[src/rtl/serial_pkg.sv]
// Shared definitions for the serial controller: TX sequencer state encoding
// and bit positions within the status register.
package serial_pkg;

   typedef enum logic [2:0] {
      ST_IDLE,
      ST_START,
      ST_WAIT_BUSY,
      ST_WAIT_DONE,
      ST_GAP
   } tx_state_t;

   localparam int STAT_RXFULL  = 0;
   localparam int STAT_TXFULL  = 1;
   localparam int STAT_OVERRUN = 2;

endpackage

[src/rtl/serial_tx_seq.sv]
// Transmit sequencer: one-byte write buffer, start/busy handshake with the
// transmitter, optional inter-frame gap and the frame-complete interrupt.
module serial_tx_seq
   import serial_pkg::*;
#(
   parameter int DATA_WIDTH = 8,
   parameter int TX_GAP     = 0
) (
   input  logic                  clk,
   input  logic                  resetN,
   input  logic                  wrEn,
   input  logic [DATA_WIDTH-1:0] wrData,
   input  logic                  txBusy,
   output logic                  txStart,
   output logic [DATA_WIDTH-1:0] txData,
   output logic                  txFull,
   output logic                  irqTx
);

   localparam logic [7:0] GAP_LOAD = (TX_GAP > 0) ? 8'(TX_GAP - 1) : 8'd0;

   tx_state_t             state, state_next;
   logic [7:0]            gap_cnt, gap_cnt_next;
   logic [DATA_WIDTH-1:0] tx_hold;
   logic                  irq_next;

   // NOTE: every output of a combinational block gets a default first, so no
   // path through the case statement can leave a value unassigned (latch).
   always_comb begin
      state_next   = state;
      gap_cnt_next = gap_cnt;
      irq_next     = 1'b0;
      case (state)
         ST_IDLE:      if (txFull) state_next = ST_START;
         ST_START:     state_next = ST_WAIT_BUSY;
         ST_WAIT_BUSY: if (txBusy) state_next = ST_WAIT_DONE;
         ST_WAIT_DONE: begin
            if (!txBusy) begin
               if (TX_GAP > 0) begin
                  state_next   = ST_GAP;
                  gap_cnt_next = GAP_LOAD;
               end else begin
                  state_next = ST_IDLE;
                  irq_next   = 1'b1;
               end
            end
         end
         ST_GAP: begin
            if (gap_cnt == 8'd0) begin
               state_next = ST_IDLE;
               irq_next   = 1'b1;
            end else begin
               gap_cnt_next = gap_cnt - 8'd1;
            end
         end
         default:      state_next = ST_IDLE;
      endcase
   end

   assign txStart = (state == ST_START);

   // NOTE: state registers use non-blocking assignments so every flop samples
   // the pre-edge values regardless of statement order.
   always_ff @(posedge clk) begin
      if (!resetN) begin
         state   <= ST_IDLE;
         gap_cnt <= 8'd0;
         tx_hold <= '0;
         txFull  <= 1'b0;
         txData  <= '0;
         irqTx   <= 1'b0;
      end else begin
         state   <= state_next;
         gap_cnt <= gap_cnt_next;
         irqTx   <= irq_next;
         // Present the byte on entry to START so it is valid during the pulse.
         if (state == ST_IDLE && txFull) txData <= tx_hold;
         if (state == ST_START) begin
            txFull <= 1'b0;
         end else if (wrEn && !txFull) begin
            txFull  <= 1'b1;
            tx_hold <= wrData;
         end
      end
   end

endmodule

[src/rtl/serial_ctrl.sv]
// SIO register controller between CPU decode and SerialRx/SerialTx.
// Optional macro SERIAL_CTRL_OVERRUN_EN enables the sticky overrun flag.
module serial_ctrl
   import serial_pkg::*;
#(
   parameter int DATA_WIDTH = 8,
   parameter int TX_GAP     = 0
) (
   input  logic                  clk,
   input  logic                  resetN,
   input  logic [DATA_WIDTH-1:0] rxData,
   input  logic                  rxReady,
   output logic [DATA_WIDTH-1:0] txData,
   output logic                  txStart,
   input  logic                  txBusy,
   input  logic                  wrEn,
   input  logic [DATA_WIDTH-1:0] wrData,
   input  logic                  rdEn,
   output logic [DATA_WIDTH-1:0] rdData,
   output logic [2:0]            status,
   output logic                  irqRx,
   output logic                  irqTx
);

   logic                  rx_prev;
   logic                  rx_edge;
   logic                  rx_full;
   logic [DATA_WIDTH-1:0] rx_hold;
   logic                  overrun;
   logic                  tx_full;

   // rx_prev resets high so a level already present at release is ignored.
   assign rx_edge = rxReady & ~rx_prev;

   always_ff @(posedge clk) begin
      if (!resetN) begin
         rx_prev <= 1'b1;
         rx_hold <= '0;
         rx_full <= 1'b0;
         irqRx   <= 1'b0;
      end else begin
         rx_prev <= rxReady;
         irqRx   <= rx_edge;
         if (rx_edge) begin
            rx_hold <= rxData;
            rx_full <= 1'b1;
         end else if (rdEn) begin
            rx_full <= 1'b0;
         end
      end
   end

`ifdef SERIAL_CTRL_OVERRUN_EN
   always_ff @(posedge clk) begin
      if (!resetN)                          overrun <= 1'b0;
      else if (rx_edge && rx_full && !rdEn) overrun <= 1'b1;
      else if (rdEn)                        overrun <= 1'b0;
   end
`else
   assign overrun = 1'b0;
`endif

   assign rdData = rx_hold;

   always_comb begin
      status               = '0;
      status[STAT_RXFULL]  = rx_full;
      status[STAT_TXFULL]  = tx_full;
      status[STAT_OVERRUN] = overrun;
   end

   serial_tx_seq #(
      .DATA_WIDTH (DATA_WIDTH),
      .TX_GAP     (TX_GAP)
   ) u_tx_seq (
      .clk     (clk),
      .resetN  (resetN),
      .wrEn    (wrEn),
      .wrData  (wrData),
      .txBusy  (txBusy),
      .txStart (txStart),
      .txData  (txData),
      .txFull  (tx_full),
      .irqTx   (irqTx)
   );

endmodule

[config.mk]
export PLATFORM = sky130hd
export DESIGN_NAME = serial_ctrl
export DESIGN_NICKNAME = d
export VERILOG_FILES = /design/src/rtl/serial_pkg.sv /design/src/rtl/serial_tx_seq.sv /design/src/rtl/serial_ctrl.sv
export SDC_FILE = /design/constraint.sdc
export NUM_CORES = 1
export LEC_CHECK = 0
export ABC_CLOCK_PERIOD_IN_PS = 2400
export CELL_PAD_IN_SITES_DETAIL_PLACEMENT = 1
export CELL_PAD_IN_SITES_GLOBAL_PLACEMENT = 1
export CORE_ASPECT_RATIO = 1.75
export CORE_MARGIN = 8
export CORE_UTILIZATION = 35
export DETAILED_ROUTE_END_ITERATION = 6
export PLACE_DENSITY = 0.85
export SLEW_MARGIN = 5
export SYNTH_ARGS = -nofsm -noshare
export SYNTH_HDL_FRONTEND = slang
export SYNTH_SLANG_ARGS = --single-unit
export TNS_END_PERCENT = 50
[constraint.sdc]
create_clock -name clk -period 2.4 [get_ports clk]
set_clock_uncertainty 0.05 [all_clocks]
set_input_delay 0.48 -clock clk [delete_from_list [all_inputs] [get_ports clk]]
set_output_delay 0.48 -clock clk [all_outputs]
set_load 0.01 [all_outputs]
==> results of run 1 <==
-- metrics by stage --
step	total power (W)	hold WS, ns	instance area [um2]	std cells	util, %
2_1_floorplan	0.0008449	0.4015	1261	133	-
3_3_place_gp	0.0009459	0.4068	1685	212	47.40
3_5_place_dp	0.0009758	0.4154	1685	212	47.40
4_1_cts	0.001432	0.4244	1785	220	50.21
5_1_grt	0.001486	0.4303	1785	220	50.21
6_report	0.001403	0.4198	1785	220	50.21
-- worst min-delay path by stage --
stage | from | slack [ns] | end
2_1_floorplan | u_tx_seq.tx_hold[0] | 0.40 | u_tx_seq.txData[0]
3_3_place_gp | rdData[1] | 0.41 | rdData[1]
3_5_place_dp | rdData[6] | 0.42 | rdData[6]
4_1_cts | rdData[6] | 0.42 | rdData[6]
5_1_grt | u_tx_seq.txData[2] | 0.43 | u_tx_seq.txData[2]
6_report | rdData[6] | 0.42 | rdData[6]
-- per-layer routing --
layer,global-route usage (%),vias up
li1,-,506
met1,10.13,492
met2,23.16,36
met3,3.108,6
met4,8.795,0
met5,0,-
-- logic make-up (layout without fill, tap and decap cells) --
kind of cell | Yosys count | count (layout)
other | 1 | 1
DFF | 31 | 31
buffers and inverters | 14 | 55
adders and majority gates | 4 | 4
AOI/OAI and AO/OA | 19 | 19
and+or+nand+nor | 53 | 53
muxes | 11 | 11
-- worst min-delay path: cells and delay by family, from the launching register on --
kind            cells  cell delay, ns
flops               1            0.31
compound gates      1            0.06
simple gates        1            0.05
-- power groups by stage --
stage          combinational, W  sequential [W]  clock, W
2_1_floorplan          0.000233        0.000612         0
3_3_place_gp           0.000327        0.000619         0
3_5_place_dp           0.000350        0.000626         0
4_1_cts                0.000353        0.000615  0.000465
5_1_grt                0.000383        0.000622  0.000481
6_report               0.000343        0.000614  0.000446
-- flip-flops by register name, indices dropped and copies added (netlist names) --
register and cells:
rdData 8, u_tx_seq.txData 8, u_tx_seq.tx_hold 8, u_tx_seq.state 2, irqRx 1, rx_full 1
rx_prev 1, u_tx_seq.irqTx 1, u_tx_seq.txFull 1
-- cells in the final DEF (no fill, tap or decap) --
master / instances
nand2b_1: 3
dfxtp_1: 31
a21boi_0: 17
clkbuf_1: 1
nor3b_2: 1
inv_1: 3
mux2i_1: 11
ha_1: 4
buf_4: 2
nor3b_1: 1
and3b_1: 1
nor2b_1: 9
nand2_1: 28
conb_1: 1
clkdlybuf4s50_1: 42
clkbuf_8: 7
o21ai_0: 2
nand3_1: 8
and2_1: 1
nor2_1: 1
-- final cells by class --
cell class                 count  area [um2]  area share [%]
sequential                    31       620.6           34.76
tap                           46       57.56           3.224
timing repair buffer          44       435.4           24.39
clock buffer                   8       100.1           5.606
multi-input combinational     88       560.5           31.39
inverter                       3       11.26          0.6307
==> impl_metrics.yaml, run 1 <==
critical_path:
  cp-startpoint: "u_tx_seq.txFull"
  crit_end: "status[1]"
  worstSetupPathType: "register to output port"
  critPathTopFamily: "buffers and inverters"
  worstPathRequired_ns: 1.87
  cp_slowest_cell: "clkdlybuf4s50_1"
  path_max_fanout: 13
  slowest_delay_ns: 0.64
  crit_chain: "clkdlybuf4s50_1"
  ff2ff_path_depth: 5
  r2r_start: "u_tx_seq.state[0]"
  r2r_slack_ns: 0.77
  arrival_ns: 1.52
  path_buf_inv: 1
  end_kind: "output port"
  cp.depth: 1
  startpoint_type: "register"
  rr_endpoint: "u_tx_seq.state[0]"
placement:
  gp_congestion: 0.7283
  hpwl_um: 2681
  port_buffers: 42
  place_ws_ns: 0.3151
job:
  cap_violations: 0
layout:
  drive_above_1_share_pct: 5.747
  antenna_cells: 0
  fillerInstances: 445
  syn_to_final_growth_pct: 41.57
  nets: 199
routing:
  routed-wl-met3_um: 245
  top_layer_used: "met4"
  wirelength_met1_um: 1102
  routed-wl-met2_um: 1945
  wl_um: 3368
  first_pass_iters: 5
  via_count: 1040
  drc: 0
  ant_nets: 0
  avgViaCountPerCell: 4.727
  drt_iter0_markers: 9
  wl_per_cell_um: 15.31
yosys:
  synth_flop_cell: "dfxtp_1"
  synth_area_leaders: "dfxtp_1, a21boi_0, mux2i_1"
  syn_area_mm2: 0.001261
  async_flop_share_pct: 0
  synth_top_area_share_pct: 49.21
  muxShareOfSynthArea_pct: 8.730
  synth_warnings: 0
  yosysSeqAreaShare_pct: 49.21
  synth_xor_area_share_pct: 0
  synth_edf_count: 0
  synth_top_family_by_area: "simple AND/OR/NAND/NOR gates"
  syn-mean-instance-area_um2: 9.483
  ys_seq_elements: 31
  synth.distinct_cells: 21
  synthSimpleGateAreaFrac_pct: 20.54
  synth_fa_ha_area_share_pct: 3.968
  synth_nets: 159
  synth_largest_area_cell: "dfxtp_1"
  ys_top_cells_by_count: "dfxtp_1, nand2_1, a21boi_0, mux2i_1, nor2b_1"
  synth_compound_area_share_pct: 10.91
  synthCells: 133
  synth_most_common_cell: "dfxtp_1"
min_path:
  min_path_type: "register to register"
  whs_path_depth: 2
clock_tree:
  hold_buffers: 0
  clock_tree.buffer_depth: 2
  clockRootBuffer: "clkbuf_8"
  ctsResizeCount: 0
  clk_latency_ns: 0.28
  clkSlewWorstSetupHoldPaths_ns: 0.06
  htree_levels: 2
  cts_buffers: 5
  cts_sinks: 31
  cts_tree: "yes"
  post_cts.repair.setup_buffers: 0
pwr:
  seqPwrFrac_pct: 43.7
  p_sw_share_pct: 28.75
  p_sw_w: 0.0004033
  intPower_w: 0.0009997
  pwr-share-clk_pct: 31.8
  combPwrFrac_pct: 24.5
  peakVddDrop_mv: 0.4411
  leakage_nw: 0.6628
  power_density_mw_per_mm2: 785.8
sta:
  hold_viol: 0
  worst_pin_slew_ns: 0.7634
  fin_crit_sh_pct: 85.23
  grt_setup_unrepaired: "false"
  fin_ws_ns: 0.3546
  relSlewSlack_pct: 48.94
  drv_slew: 0
  max_freq_ghz: 0.4889
  fin_crit_ns: 2.045
  setup_viol: 0
  fin_tns_setup_ns: 0
global_routing:
  antenna_found_initial: 0
  grt_start_max_net_pins: 27
  overflow: 0
  grt_pass1_wl_um: 5188
  grt_usage_pct: 12.22
  grt_pass1_vias: 1144
die:
  dieArea_mm2: 0.005856
  fp-row-count: 29
  pin_count: 44
  die_w_um: 61.38
  start_util_pct: 35.47
  core-area_mm2: 0.003556
  die_h_um: 95.41
run_status:
  status: "finished, final reports clean"
Power figures use the tool's default switching activity.
==> inputs of run 2 (changes only) <==
- ABC_CLOCK_PERIOD_IN_PS: 2400 -> 1800
- CORE_UTILIZATION: 35 -> 29
- PLACE_DENSITY: 0.85 -> 0.76
- TNS_END_PERCENT: 50 -> 1
- clock period: 2.4 -> 1.8 ns (I/O delays scaled with it)
==> run 2 against run 1 <==
Total power up 27%. Critical path depth is 2 higher. Sequential share of layout area down 0.24 points. Combinational power up 44%. First-iteration DRC count is 44% lower. Critical endpoint is now txStart.
==> impl_metrics.yaml, run 2 (same netlist as run 1, synthesis figures left out) <==
run_status:
  status: "finished, final reports clean"
layout:
  final_cell_mix: "clkdlybuf4s50_1, dfxtp_1, nand2_1, a21boi_0, mux2i_1"
  nets: 202
  fillerInstances: 485
  register_area_um2: 620.6
  final_common_cell: "clkdlybuf4s50_1"
  multiInputGateArea_um2: 560.5
  syn_to_final_growth_pct: 42.56
  drive_above_1_share_pct: 6.286
  stdcell_count: 226
  antenna_cells: 0
  post-route-util_pct: 41.97
clock_tree:
  htree_levels: 2
  cts_tree: "yes"
  post_cts.repair.setup_buffers: 0
  clock_tree.buffer_depth: 2
  cts_buffers: 5
  cts_sinks: 31
  clk_latency_ns: 0.27
  ctsResizeCount: 1
  clockRootBuffer: "clkbuf_8"
  hold_buffers: 0
  clkSlewWorstSetupHoldPaths_ns: 0.06
critical_path:
  end_kind: "output port"
  worstSetupPathType: "register to output port"
  r2r_start: "u_tx_seq.state[1]"
  arrival_ns: 1.24
  crit_chain: "inv_1, ha_1, dlygate4sd2_1"
  cp_slowest_cell: "dfxtp_1"
  slowest_delay_ns: 0.38
  worstPathRequired_ns: 1.39
  cp-startpoint: "u_tx_seq.state[1]"
  path_max_fanout: 4
  startpoint_type: "register"
  r2r_slack_ns: 0.24
sta:
  fin_crit_sh_pct: 91.93
  fin_tns_setup_ns: 0
  max_freq_ghz: 0.6043
  fin_crit_ns: 1.655
  drv_slew: 0
  hold_viol: 0
  setup_viol: 0
  grt_setup_unrepaired: "false"
pwr:
  power_density_mw_per_mm2: 987.3
  total_power_w: 0.001775
  leakage_nw: 0.6714
  peakVddDrop_mv: 0.6655
routing:
  wl_per_cell_um: 14.78
  first_pass_iters: 3
  via_count: 1033
  avgViaCountPerCell: 4.571
  drc: 0
  ant_nets: 0
  drt_iter0_markers: 5
  wl_um: 3340
min_path:
  hp-start: "u_tx_seq.txData[0]"
  min_path_type: "register to register"
global_routing:
  overflow: 0
  grt_pass1_vias: 1135
  grt_usage_pct: 10.62
  grt_pass1_wl_um: 5388
  grt_start_max_net_pins: 34
  antenna_found_initial: 0
placement:
  placed_cells: 220
  gp_congestion: 0.6778
  port_buffers: 42
  hpwl_um: 2699
die:
  pin_count: 44
  fp-row-count: 32
  die_h_um: 103.2
  dieArea_mm2: 0.006798
  die_w_um: 65.85
  start_util_pct: 29.44
  core-area_mm2: 0.004284
job:
  cap_violations: 0
## run 2: changes by cell type in the layout (fill, tap and decap cells not counted)
cell and delta:
buf_12 +1, buf_4 +2, clkbuf_8 -2, clkdlybuf4s50_1 -1, dlygate4sd2_1 +1
## run 2: stage by stage
step	setup WS, ns	hold WS, ns	area [um2]
finish	0.1453	0.4159	1798
detailed placement	0.05527	0.4117	1727
CTS	0.1315	0.4197	1798
floorplan	0.4232	0.3830	1261
global route	0.04710	0.4423	1798
global placement	0.1954	0.4005	1727
## run 2: final cells by class
type	count	area share, %
timing repair buffer	47	26.10
tap	51	3.549
inverter	3	0.6263
sequential	31	34.52
clock buffer	6	4.036
multi-input combinational	88	31.18
## run 2: metal layers
layer  global-route usage (%)  part of all wire (%)  vias up
li1                         -                     -      511
met1                    8.568                    34      489
met2                    20.06                    56       27
met3                    4.962                   7.3        6
met4                    5.912                   2.6        0
met5                        0                     0        -
## run 2: path summary, 6_finish.rpt
kind	cells past startpoint	end
max reg2reg	6	u_tx_seq.tx_hold[0]
min	2	u_tx_seq.txData[0]
max	3	txStart
min reg2reg	2	u_tx_seq.txData[0]
## run 2: worst max-delay path, delay by kind of cell (launching register included)
kind / cells / cell delay, ns
adder cells (fa/ha/maj): 1 / 0.22
buffers and inverters: 2 / 0.37
flip-flops: 1 / 0.38
## run 2: power breakdown
part	total (W)	leakage [nW]	switching (W)	internal, W
sequential	0.000804	0.253	0.0000479	0.000756
clock	0.000478	0.0371	0.000221	0.000257
combinational	0.000493	0.382	0.000248	0.000246
==> inputs of run 3 (changes only) <==
- CORE_MARGIN: 8 -> 10
- GPL_ROUTABILITY_DRIVEN: default -> 0
==> run 3 against run 2 <==
Total power grew 11%. First-iteration DRC count grew to 3.4 times the previous value. Sequential share of layout area down 0.57 points. Via count up 0.48%. Global-route usage shrank 1.6 points. Critical path depth stayed put. Non-clock buffer count is the same. Maximum frequency is 0.57% lower. Largest cell class unchanged. Largest power group unchanged.
==> impl_metrics.yaml, run 3 (same netlist as run 1, synthesis figures left out) <==
global_routing:
  overflow: 0
  grt_usage_pct: 9.067
  antenna_found_initial: 0
  grt_start_max_net_pins: 19
  grt_pass1_wl_um: 5533
  grt_pass1_vias: 1095
placement:
  hpwl_um: 2791
  placed_cells: 218
  place_ws_ns: 0.1143
  port_buffers: 42
layout:
  drive_above_1_share_pct: 7.910
  syn_to_final_growth_pct: 44.94
  nets: 202
  stdcell_count: 226
  antenna_cells: 0
  post-route-util_pct: 43.64
  final_common_cell: "clkdlybuf4s50_1"
  final_cell_mix: "clkdlybuf4s50_1, dfxtp_1, nand2_1, a21boi_0, mux2i_1"
critical_path:
  arrival_ns: 1.25
  worstSetupPathType: "register to output port"
  crit_chain: "inv_1, ha_1, dlygate4sd2_1"
  end_kind: "output port"
  path_max_fanout: 4
  critPathTopFamily: "buffers and inverters"
  r2r_start: "u_tx_seq.state[0]"
  slowest_delay_ns: 0.37
  worstPathRequired_ns: 1.39
  startpoint_type: "register"
  path_buf_inv: 2
  cp-startpoint: "u_tx_seq.state[1]"
  cp_slowest_cell: "dfxtp_1"
clock_tree:
  htree_levels: 2
  clockRootBuffer: "clkbuf_8"
  clkSlewWorstSetupHoldPaths_ns: 0.06
  clock_tree.buffer_depth: 2
  clk_latency_ns: 0.28
  hold_buffers: 0
  cts_sinks: 31
  cts_buffers: 5
  cts_tree: "yes"
run_status:
  status: "finished, final reports clean"
pwr:
  p_sw_w: 0.0005424
  peakVddDrop_mv: 0.4405
  p_sw_share_pct: 27.46
  pwr-share-clk_pct: 35.3
  combPwrFrac_pct: 24.1
  seqPwrFrac_pct: 40.6
  leakage_nw: 0.6912
  intPower_w: 0.001433
  power_density_mw_per_mm2: 1081
die:
  die_h_um: 107.2
  pin_count: 44
  fp-row-count: 31
  dieArea_mm2: 0.007491
  core-area_mm2: 0.004189
  start_util_pct: 30.11
  die_w_um: 69.85
routing:
  first_pass_iters: 2
  via_count: 1038
  ant_nets: 0
  avgViaCountPerCell: 4.593
  drt_iter0_markers: 17
  wl_per_cell_um: 14.74
  wl_um: 3331
  drc: 0
sta:
  fin_tns_setup_ns: 0
  fin_crit_ns: 1.664
  setup_viol: 0
  fin_crit_sh_pct: 92.45
  drv_slew: 0
  hold_viol: 0
  max_freq_ghz: 0.6009
  fin_ws_ns: 0.1358
  grt_setup_unrepaired: "false"
job:
  cap_violations: 0
min_path:
  min_path_type: "register to register"
  hp-start: "rdData[7]"
[run 3: cell type report]
type / count / area (um2)
clock buffer: 6 / 82.58
clock inverter: 2 / 35.03
fill: 501 / 2361
inverter: 3 / 11.26
multi-input combinational: 88 / 560.5
sequential: 31 / 620.6
tap: 49 / 61.31
timing repair buffer: 47 / 456.7
[run 3: power groups by stage]
stage | clock network [W] | logic [W] | registers [W]
6_report | 0.000697 | 0.000477 | 0.000801
5_1_grt | 0.000745 | 0.000530 | 0.000813
4_1_cts | 0.000711 | 0.000491 | 0.000803
3_5_place_dp | 0 | 0.000497 | 0.000817
3_3_place_gp | 0 | 0.000465 | 0.000811
2_1_floorplan | 0 | 0.000311 | 0.000815
[run 3: worst paths after layout]
path                            cells after the start           endpoint  slack (ns)
worst min register to register                      2          rdData[7]        0.42
worst max register to register                      5  u_tx_seq.state[1]        0.17
worst min-delay path                                2          rdData[7]        0.42
worst max-delay path                                3            txStart        0.14
[run 3: repair_timing]
| action | CTS | global route |
|---|---|---|
| gates resized for setup | 1 | 0 |
| endpoints found under the setup margin | 1 | 0 |
| buffers inserted | 0 | 0 |
[run 3: layer usage]
metal	global-route usage [%]	part of all wire, %	up-vias
met5	0	0	-
li1	-	-	514
met1	7.392	34	487
met2	17.95	57	31
met4	3.399	1.5	0
met3	4.247	7.4	6
[run 3: worst min-delay path, cell delays in order, from the launching register on]
cell      delay, ns
dfxtp_1        0.31
nand2_1        0.05
a21boi_0       0.06
[run 3: through the flow]
stage	power, W	hold slack (ns)	area (um2)
6_report	0.001975	0.4164	1828
3_3_place_gp	0.001276	0.4017	1712
4_1_cts	0.002005	0.4197	1828
5_1_grt	0.002089	0.4249	1828
2_1_floorplan	0.001127	0.3830	1261
3_5_place_dp	0.001314	0.4109	1712
